==> config.mk <==
export PLATFORM = sky130hd
export DESIGN_NAME = udma_stream_tx_arbiter
export DESIGN_NICKNAME = d
export VERILOG_FILES = /design/src/rtl/udma_stream_arb_pkg.sv /design/src/rtl/udma_stream_arb_tag_fifo.sv /design/src/rtl/udma_stream_tx_arbiter.sv
export SDC_FILE = /design/constraint.sdc
export NUM_CORES = 1
export LEC_CHECK = 0
export CAP_MARGIN = 20
export CORE_MARGIN = 2
export CORE_UTILIZATION = 35
export DETAILED_ROUTE_END_ITERATION = 7
export HOLD_SLACK_MARGIN = 0.05
export PLACE_DENSITY = 0.85
export SLEW_MARGIN = 30
export SYNTH_ARGS = -nofsm -noshare
export SYNTH_HDL_FRONTEND = slang
export SYNTH_SLANG_ARGS = --single-unit
==> constraint.sdc <==
create_clock -name clk_i -period 5.24 [get_ports clk_i]
set_input_delay 0.786 -clock clk_i [delete_from_list [all_inputs] [get_ports clk_i]]
set_output_delay 0.786 -clock clk_i [all_outputs]
set_load 0.02 [all_outputs]
==> src/rtl/udma_stream_arb_pkg.sv <==
// Shared types and helpers for the uDMA stream tx arbiter.
// Holds the datasize encoding, tag-width helper and count type.
package udma_stream_arb_pkg;

  // L2 transfer size encoding carried on the datasize ports
  typedef enum logic [1:0] {
    DS_BYTE = 2'b00,
    DS_HALF = 2'b01,
    DS_WORD = 2'b10
  } datasize_e;

  // Widest outstanding-read depth the count type can represent
  localparam int unsigned ARB_MAX_OUTSTANDING = 128;

  // Count type sized for the widest supported tag FIFO (depth plus one state)
  typedef logic [$clog2(ARB_MAX_OUTSTANDING):0] arb_cnt_t;

  // Bits needed to name one of n_streams requesters (at least 1)
  function automatic int unsigned tag_width(input int unsigned n_streams);
    return (n_streams <= 2) ? 1 : $clog2(n_streams);
  endfunction

endpackage

==> src/rtl/udma_stream_arb_tag_fifo.sv <==
// Tag FIFO: records which stream unit was granted each issued read so the
// in-order responses can be routed back. Head is read combinationally.
module udma_stream_arb_tag_fifo #(
  parameter int unsigned DEPTH = 4,
  parameter int unsigned TW    = 2,
  parameter int unsigned CW    = $clog2(DEPTH) + 1
) (
  input  logic          clk_i,
  input  logic          rst_i,
  input  logic          clr,
  input  logic          push,
  input  logic          pop,
  input  logic [TW-1:0] in_tag,
  output logic [TW-1:0] head_tag,
  output logic          full,
  output logic          empty,
  output logic [CW-1:0] count
);

  localparam int unsigned PW = $clog2(DEPTH);

  logic [TW-1:0] mem [DEPTH];
  logic [PW-1:0] wr_ptr;
  logic [PW-1:0] rd_ptr;

  assign head_tag = mem[rd_ptr];
  assign full     = (count == CW'(DEPTH));
  assign empty    = (count == '0);

  // Pointer and occupancy tracking; clr takes priority over push/pop
  always_ff @(posedge clk_i) begin
    if (rst_i || clr) begin
      wr_ptr <= '0;
      rd_ptr <= '0;
      count  <= '0;
    end else begin
      if (push) wr_ptr <= wr_ptr + 1'b1;
      if (pop)  rd_ptr <= rd_ptr + 1'b1;
      case ({push, pop})
        2'b10:   count <= count + 1'b1;
        2'b01:   count <= count - 1'b1;
        default: count <= count;
      endcase
    end
  end

  // Tag storage; no reset needed as entries are only read when valid
  always_ff @(posedge clk_i) begin
    if (push && !clr) mem[wr_ptr] <= in_tag;
  end

endmodule

==> src/rtl/udma_stream_tx_arbiter.sv <==
// Shares one L2 tx read channel between N_STREAMS stream units.
// Round-robin address arbitration; a tag FIFO routes in-order responses.
// Define UDMA_STREAM_ARB_FIXED_PRIO_EN for fixed priority (lowest index wins).
module udma_stream_tx_arbiter
  import udma_stream_arb_pkg::*;
#(
  parameter int unsigned N_STREAMS      = 4,
  parameter int unsigned L2_AWIDTH_NOAL = 16,
  parameter int unsigned DATA_WIDTH     = 32,
  parameter int unsigned OUTSTANDING    = 4
) (
  input  logic                                clk_i,
  input  logic                                rst_i,
  input  logic                                clr_i,
  input  logic [N_STREAMS-1:0]                req_i,
  input  logic [N_STREAMS*L2_AWIDTH_NOAL-1:0] addr_i,
  input  logic [N_STREAMS*2-1:0]              datasize_i,
  output logic [N_STREAMS-1:0]                gnt_o,
  output logic [N_STREAMS-1:0]                valid_o,
  output logic [DATA_WIDTH-1:0]               data_o,
  input  logic [N_STREAMS-1:0]                ready_i,
  output logic                                tx_ch_req_o,
  output logic [L2_AWIDTH_NOAL-1:0]           tx_ch_addr_o,
  output logic [1:0]                          tx_ch_datasize_o,
  input  logic                                tx_ch_gnt_i,
  input  logic                                tx_ch_valid_i,
  input  logic [DATA_WIDTH-1:0]               tx_ch_data_i,
  output logic                                tx_ch_ready_o,
  output logic                                busy_o,
  output logic                                err_o
);

  localparam int unsigned TW = tag_width(N_STREAMS);
  localparam int unsigned CW = $clog2(OUTSTANDING) + 1;

  logic [TW-1:0] sel;
  logic          found;
  int unsigned   scan_start;
  int unsigned   scan_idx;
  logic          any_req;
  logic          grant;
  logic          pop;
  logic          full;
  logic          empty;
  logic [TW-1:0] head_tag;
  logic [CW-1:0] count;

`ifndef UDMA_STREAM_ARB_FIXED_PRIO_EN
  logic [TW-1:0] r_prio;
`endif

  // Pick the first requester at or after the priority pointer (wrapping)
  always_comb begin
    sel      = '0;
    found    = 1'b0;
    scan_idx = 0;
`ifdef UDMA_STREAM_ARB_FIXED_PRIO_EN
    scan_start = 0;
`else
    scan_start = int'(r_prio);
`endif
    for (int unsigned i = 0; i < N_STREAMS; i++) begin
      scan_idx = (scan_start + i) % N_STREAMS;
      if (!found && req_i[scan_idx]) begin
        found = 1'b1;
        sel   = TW'(scan_idx);
      end
    end
  end

  assign any_req     = |req_i;
  assign tx_ch_req_o = any_req & ~full;
  assign grant       = tx_ch_req_o & tx_ch_gnt_i;

  // Forward the selected unit's address/size and raise its grant
  always_comb begin
    tx_ch_addr_o     = '0;
    tx_ch_datasize_o = '0;
    gnt_o            = '0;
    if (any_req) begin
      tx_ch_addr_o     = addr_i[sel*L2_AWIDTH_NOAL +: L2_AWIDTH_NOAL];
      tx_ch_datasize_o = datasize_i[sel*2 +: 2];
    end
    if (grant) gnt_o[sel] = 1'b1;
  end

  // Route the response to the unit at the FIFO head; orphans are absorbed
  always_comb begin
    valid_o       = '0;
    tx_ch_ready_o = 1'b1;
    pop           = 1'b0;
    if (!empty) begin
      valid_o[head_tag] = tx_ch_valid_i;
      tx_ch_ready_o     = ready_i[head_tag];
      pop               = tx_ch_valid_i & ready_i[head_tag];
    end
  end

  assign data_o = tx_ch_data_i;
  assign busy_o = (count != '0);

`ifndef UDMA_STREAM_ARB_FIXED_PRIO_EN
  // Advance the priority pointer past the unit just granted
  always_ff @(posedge clk_i) begin
    if (rst_i || clr_i) begin
      r_prio <= '0;
    end else if (grant) begin
      r_prio <= (sel == TW'(N_STREAMS - 1)) ? '0 : sel + 1'b1;
    end
  end
`endif

  // Sticky error on a response arriving with no outstanding tag
  always_ff @(posedge clk_i) begin
    if (rst_i || clr_i) begin
      err_o <= 1'b0;
    end else if (empty && tx_ch_valid_i) begin
      err_o <= 1'b1;
    end
  end

  udma_stream_arb_tag_fifo #(
    .DEPTH (OUTSTANDING),
    .TW    (TW),
    .CW    (CW)
  ) u_tag_fifo (
    .clk_i    (clk_i),
    .rst_i    (rst_i),
    .clr      (clr_i),
    .push     (grant),
    .pop      (pop),
    .in_tag   (sel),
    .head_tag (head_tag),
    .full     (full),
    .empty    (empty),
    .count    (count)
  );

endmodule

Word level (Yosys, flattened, before mapping) --
Memory sizes are Yosys's and may differ from the RTL's. A register that Yosys moved wholly into a read port is not among the register bits. Cells that the tools add are included.
Storage, ports and cells: register bits 10, RAM bits 8, output and inout bits 62, logic and storage cells 82, memories 1
Memory list:
- u_tag_fifo.mem | words 4, bits a word 2, rd ports 1, clocked after Yosys merged registers in 1, wr ports 1, line udma_stream_arb_tag_fifo.sv:22 | logic [TW-1:0] mem [DEPTH];
Operators by class: add/sub/neg operators 8, magnitude comparators 8, eq/ne operators 4, shift-type cells 2, multiplexer cells 33, bitwise logic cells 5, reductions and logical operators 16
Operator list (count):
- $shiftx 64x7->16 | 1
- $lt 2x3->1 const B | 6
- $mux 16 | 1
- $mux 2 | 8
- $mux 1 | 14
- $bmux 1 s2 | 5
- $add 2x1->2 const B | 4
- $mux 4 | 2
- $shiftx 8x4->2 | 1
- $logic_and 1x1->1 | 7
- $pmux 3 s2 | 1
- $add 2x2->2 const B | 2
- $and 4x4->4 | 1
- $demux 1 s2 | 2
- $eq 2x2->1 const B | 2
- $ge 2x1->1 const B | 2
- $logic_not 1->1 | 4
- $reduce_or 4->1 | 1
- $add 3x1->3 const B | 1
- $and 1x1->1 | 3
- $eq 3x3->1 const B | 1
- $logic_not 3->1 | 1
- $reduce_bool 3->1 | 1
- $sub 3x1->3 const B | 1
- 4 further kinds | 4

Depth between registers and ports, before layout --
word-level depth 17, depth in mapped cells 10

Modules after synthesis --
From an unflattened synthesis, not the netlist that was laid out.
Second synthesis, totals: cell total of the unflattened synthesis 201, area total of the unflattened synthesis 2005.7 um^2
Modules (own cells, without submodules):
- udma_stream_tx_arbiter | times used 1, cells each 142, area an instance 1276.2 um^2, seq. area each 60.1 um^2
- udma_stream_arb_tag_fifo | times used 1, cells each 59, area an instance 729.4 um^2, seq. area each 420.4 um^2

Worst setup path after synthesis --
OpenSTA, ideal clock, no wires.
path type in2out, start input req_i[1], end output tx_ch_addr_o[0], arrival 2.352 ns, required time 4.454 ns, path slack 2.102 ns, stages 7, buffers on the path 2, cells stage by stage nand2b_1 -> o221ai_4 -> and2_1 -> buf_6 -> buf_6 -> a211oi_1 -> a211oi_1
On the way: word-level cells in the longest chain between the ends 14, elaborated cells on any way between the ends 24, those cells by class shift: 1; mux: 16; reduce/logical: 7
Ends and longest elaborated chain:
- start: declaration | line udma_stream_tx_arbiter.sv:15 | input logic [N_STREAMS-1:0] req_i,
- $bmux 1 s2 | line udma_stream_tx_arbiter.sv:64 | if (!found && req_i[scan_idx]) begin
- $mux 1 (implied by the code) | line udma_stream_tx_arbiter.sv:64
- $mux 1 | line udma_stream_tx_arbiter.sv:64
- $logic_not 1->1 | line udma_stream_tx_arbiter.sv:64
- $logic_and 1x1->1 | line udma_stream_tx_arbiter.sv:64
- $mux 1 | line udma_stream_tx_arbiter.sv:64
- $logic_not 1->1 | line udma_stream_tx_arbiter.sv:64
- $logic_and 1x1->1 | line udma_stream_tx_arbiter.sv:64
- $mux 1 | line udma_stream_tx_arbiter.sv:64
- $logic_not 1->1 | line udma_stream_tx_arbiter.sv:64
- $logic_and 1x1->1 | line udma_stream_tx_arbiter.sv:64
- $mux 2 * | line udma_stream_tx_arbiter.sv:64
- net sel[1] | line udma_stream_tx_arbiter.sv:36 | logic [TW-1:0] sel;
- $shiftx 64x7->16 * | line udma_stream_tx_arbiter.sv:81 | tx_ch_addr_o = addr_i[sel*L2_AWIDTH_NOAL +: L2_AWIDTH_NOAL];
- $mux 16 * | line udma_stream_tx_arbiter.sv:80 | if (any_req) begin
- end: declaration | line udma_stream_tx_arbiter.sv:23 | output logic [L2_AWIDTH_NOAL-1:0] tx_ch_addr_o,
The timed path passes the listed nets; every way through them passes the cells marked *. The select of a mux whose other input is x is not followed.

Worst setup path after layout --
start input req_i[1], end output tx_ch_addr_o[14]
On the way: word-level cells in the longest chain between the ends 14, elaborated cells on any way between the ends 24, those cells by class shift: 1; mux: 16; reduce/logical: 7
Ends and longest elaborated chain (line):
- $bmux 1 s2 | udma_stream_tx_arbiter.sv:64
- $mux 1 (implied by the code) | udma_stream_tx_arbiter.sv:64
- $mux 1 | udma_stream_tx_arbiter.sv:64
- $logic_not 1->1 | udma_stream_tx_arbiter.sv:64
- $logic_and 1x1->1 | udma_stream_tx_arbiter.sv:64
- $mux 1 | udma_stream_tx_arbiter.sv:64
- $logic_not 1->1 | udma_stream_tx_arbiter.sv:64
- $logic_and 1x1->1 | udma_stream_tx_arbiter.sv:64
- $mux 1 | udma_stream_tx_arbiter.sv:64
- $logic_not 1->1 | udma_stream_tx_arbiter.sv:64
- $logic_and 1x1->1 | udma_stream_tx_arbiter.sv:64
- $mux 2 | udma_stream_tx_arbiter.sv:64
- $shiftx 64x7->16 | udma_stream_tx_arbiter.sv:81
- $mux 16 * | udma_stream_tx_arbiter.sv:80
Mark *: on every way between the ends. The rest lies on a longest branch, timed or not. The select of a mux whose other input is x is not followed.

==> metrics.md <==
| Metric | Value |
|---|---|
| Drt pass-1 iters | `4` |
| Grt ovf | `0` |
| Area grow syn2layout | `51.4%` |
| Critical-path top delay cell | `clkdlybuf4s50_1` |
| Maximum clock insertion buffer count | `2` |
| Die ar. | `6430 sq um` |
| Synth top area cells | `a211oi_1, buf_4, dfxtp_1, edfxtp_1, mux2i_1` |
| Setup_tns | `0 ns` |
| Hold path depth | `2` |
| RSZ-0062 raised after global routing | `false` |
| Hold Startpoint | `err_o$_SDFFE_PP0P_` |
| Most frequent cell on the critical path | `clkdlybuf4s50_1` |
| Seq/Total Area, Yosys | `a little under a quarter` |
| Min cycle time layout | `4.39 ns` |
| CTS sink count | `20` |
| Core Box Area | `5570 sq um` |
| R2R setup slack | `2.56 ns` |
| H-Tree Depth | `1` |
| First-pass GRT wire length | `8510 um` |
| R2r endpoint | `u_tag_fifo.count[2]$_SDFFE_PP0P_` |
| P_leak | `0.00111 uW` |
| Final setup fails | `0` |
| IO Count | `~180` |
| Initial antenna violation count | `0` |
| Post-CTS resize count | `0` |
| Drt initial violations | `82` |
| Vias in the first global route | `1878` |
| Max VDD drop | `around 0.091 mV` |
| Ratio of final minimum period to clock period | `83.7%` |
| Vias per cell | `about 5` |
| CTS tree | `done` |
| Standard-cell row count | `27` |
| Share of cells above drive strength 1 | `6.69%` |
| Post-CTS setup buffer count | `0` |
| Final antenna-violating net count | `0` |
| CP Capture Type | `output port` |
| Clock transition at the registers of the reported paths | `0.07 ns` |
| Area of the mapped netlist | `2030 sq um` |
| Mapped Cells | `around 220` |
| Worst-skew pair later-pin latency | `0.26 ns` |
| Placed instance area | `3010 sq um` |
| Worst Hold End | `err_o$_SDFFE_PP0P_` |
| Die width | `80.2 um` |
| Die Ht | `80.2 um` |
| R2R cell count | `8` |
| Post-synth top area cell | `a211oi_1` |
| Status | `finished, final reports clean` |
| Most used flip-flop cell after synthesis | `dfxtp_1` |
| Slew of the pin with the lowest slew margin | `between 0.5 and 0.6 ns` |
| # nets final | `427` |
| Clock Skews | `0.00102 ns` |
| Routed WL per cell | `14.2 um` |
| Slew Limit Fails | `0` |
| DRC viols | `0` |
| Root Buffer | `clkbuf_8` |
| Initial core utilization | `between 30 and 40%` |
| Port Buffers | `114` |
| # hold bufs at CTS | `0` |
| TritonCTS buffer count | `3` |
| Critical Path RT | `4.45 ns` |
| GRT Util Overall | `16.4%` |
| CP max FO | `36` |
| N_diodes | `0` |
| Worst hold path class | `reg -> reg` |
| Post-synth ARST share | `0%` |
| Post-synth EDFFs | `8` |
| Critical path data arrival time | `3.60 ns` |
| YS warnings | `0` |
| WS Path Type | `in -> out` |
| Routability Congestion | `0.756` |
| CP peak stage delay | `a little under 0.7 ns` |
| Max Freq | `between 0.2 and 0.25 GHz` |
| Worst rel slew slack | `64.8%` |
| Hold Violations, Final | `0` |
| Max Cap Viol | `0` |
| Net Count, Synth | `349` |
| Yosys reg bits | `20` |
| Avg Cell Area, Syn | `9.16 sq um` |
| Pwr Density | `195 nW/um^2` |
| CP Launch Type | `primary input` |
| CP Cell Sequence | `clkdlybuf4s50_1 > nand2b_1 > o221ai_4 > and2_2 > buf_12 > mux2i_1 > a211oi_1 > clkdlybuf4s50_1` |
| Dpl hpwl | `4290 um` |
| WL final | `between 5000 and 6000 um` |
| Vias | `1900` |
| Core Util, Final | `55.2%` |
| Largest net degree at the start of global routing | `37` |
| Post-synthesis cell type count | `41` |
| Post-route cell area | `3080 sq um` |
| Synth top area share | `13.7%` |
-- cell families (layout without fill, tap and decap cells) --
logic type | after synthesis | after routing | share of synthesized area, %
AOI/OAI and AO/OA | 70 | 70 | 26.6
buffers and inverters | 56 | 133 | 17.7
and+or+nand+nor | 39 | 39 | 10.9
muxes | 23 | 23 | 12.9
DFF | 20 | 20 | 23.6
adders and majority gates | 10 | 10 | 6.52
xor gates and xnor gates | 4 | 4 | 1.72
-- critical path, delay by kind of cell --
kind	cells	cell delay [ns]
compound gates	2	0.72
buf+inv	3	1.39
mux	1	0.10
simple gates	2	0.59
-- Yosys cell counts (2+ instances only) --
library cell / instances
a211oi_1: 37
a21boi_0: 18
a21oi_1: 5
and2_1: 3
and3_1: 4
buf_2: 3
buf_4: 33
buf_6: 3
clkbuf_1: 6
dfxtp_1: 12
edfxtp_1: 8
ha_1: 9
inv_1: 9
inv_2: 2
mux2i_1: 20
nand2_1: 6
nand2b_1: 3
nor2_1: 13
nor3b_1: 4
xnor2_1: 3
-- power by group --
part           switching [uW]  internal (uW)
logic                     125            152
clock network            50.2            102
registers                3.91            167
total                     179            421
-- sequential cells by signal, summed over array words and instances, names as in the netlist, named ones only --
name and cells:
u_tag_fifo.mem 8, r_prio 2, u_tag_fifo.count 3, u_tag_fifo.rd_ptr 2, u_tag_fifo.wr_ptr 2, err_o 1
-- final cells by class --
| class | count | area (sq um) |
|---|---|---|
| Clock inverter | 1 | 30.0 |
| Tap cell | 72 | 90.1 |
| Timing Repair Buffer | 118 | 1180 |
| Inverter | 11 | 41.3 |
| Clock buffer | 3 | 41.3 |
| Multi-Input combinational cell | 146 | 1210 |
| Fill cell | 499 | 2500 |
| Sequential cell | 20 | 480 |
-- layout by cell type, fill, tap and decap left out, types with 2 or more instances in the layout --
cell,netlist,layout
a21oi_1,5,5
xnor2_1,3,3
and2_1,3,2
nor3b_1,4,4
buf_4,33,3
nand2_1,6,6
mux2i_1,20,20
edfxtp_1,8,8
nand2b_1,3,3
clkbuf_8,0,3
inv_2,2,2
and3_1,4,4
a21boi_0,18,18
a211oi_1,37,37
clkdlybuf4s50_1,0,114
inv_1,9,9
ha_1,9,9
dfxtp_1,12,12
nor2_1,13,13
-- worst max-delay path by stage --
stage,from,to,slack (ns),cells past startpoint
6_report,req_i[1],tx_ch_addr_o[14],0.85,8
5_1_grt,req_i[1],tx_ch_addr_o[10],0.63,8
4_1_cts,req_i[1],tx_ch_addr_o[14],0.84,8
3_5_place_dp,req_i[1],tx_ch_addr_o[14],0.84,8
3_3_place_gp,req_i[1],tx_ch_addr_o[10],0.95,8
2_1_floorplan,req_i[1],tx_ch_addr_o[0],2.10,7
-- per-layer routing --
| metal | vias to the layer above | track usage [%] | share of wire (%) |
|---|---|---|---|
| li1 | 934 | - | - |
| met1 | 861 | 17.5 | 37 |
| met2 | 98 | 31.5 | 53 |
| met3 | 7 | 4.38 | 8.6 |
| met4 | 0 | 4.07 | 1.1 |
| met5 | - | 0 | 0 |
-- through the flow --
stage	hold slack, ns	cells	power (uW)	worst slack (ns)
finish	0.476	371	600	0.852
detailed placement	0.461	367	453	0.844
global placement	0.450	367	448	0.949
floorplan	0.469	222	349	2.10
CTS	0.480	371	605	0.842
global route	0.526	371	632	0.634
No activity file was read; power rests on OpenSTA's default activity.
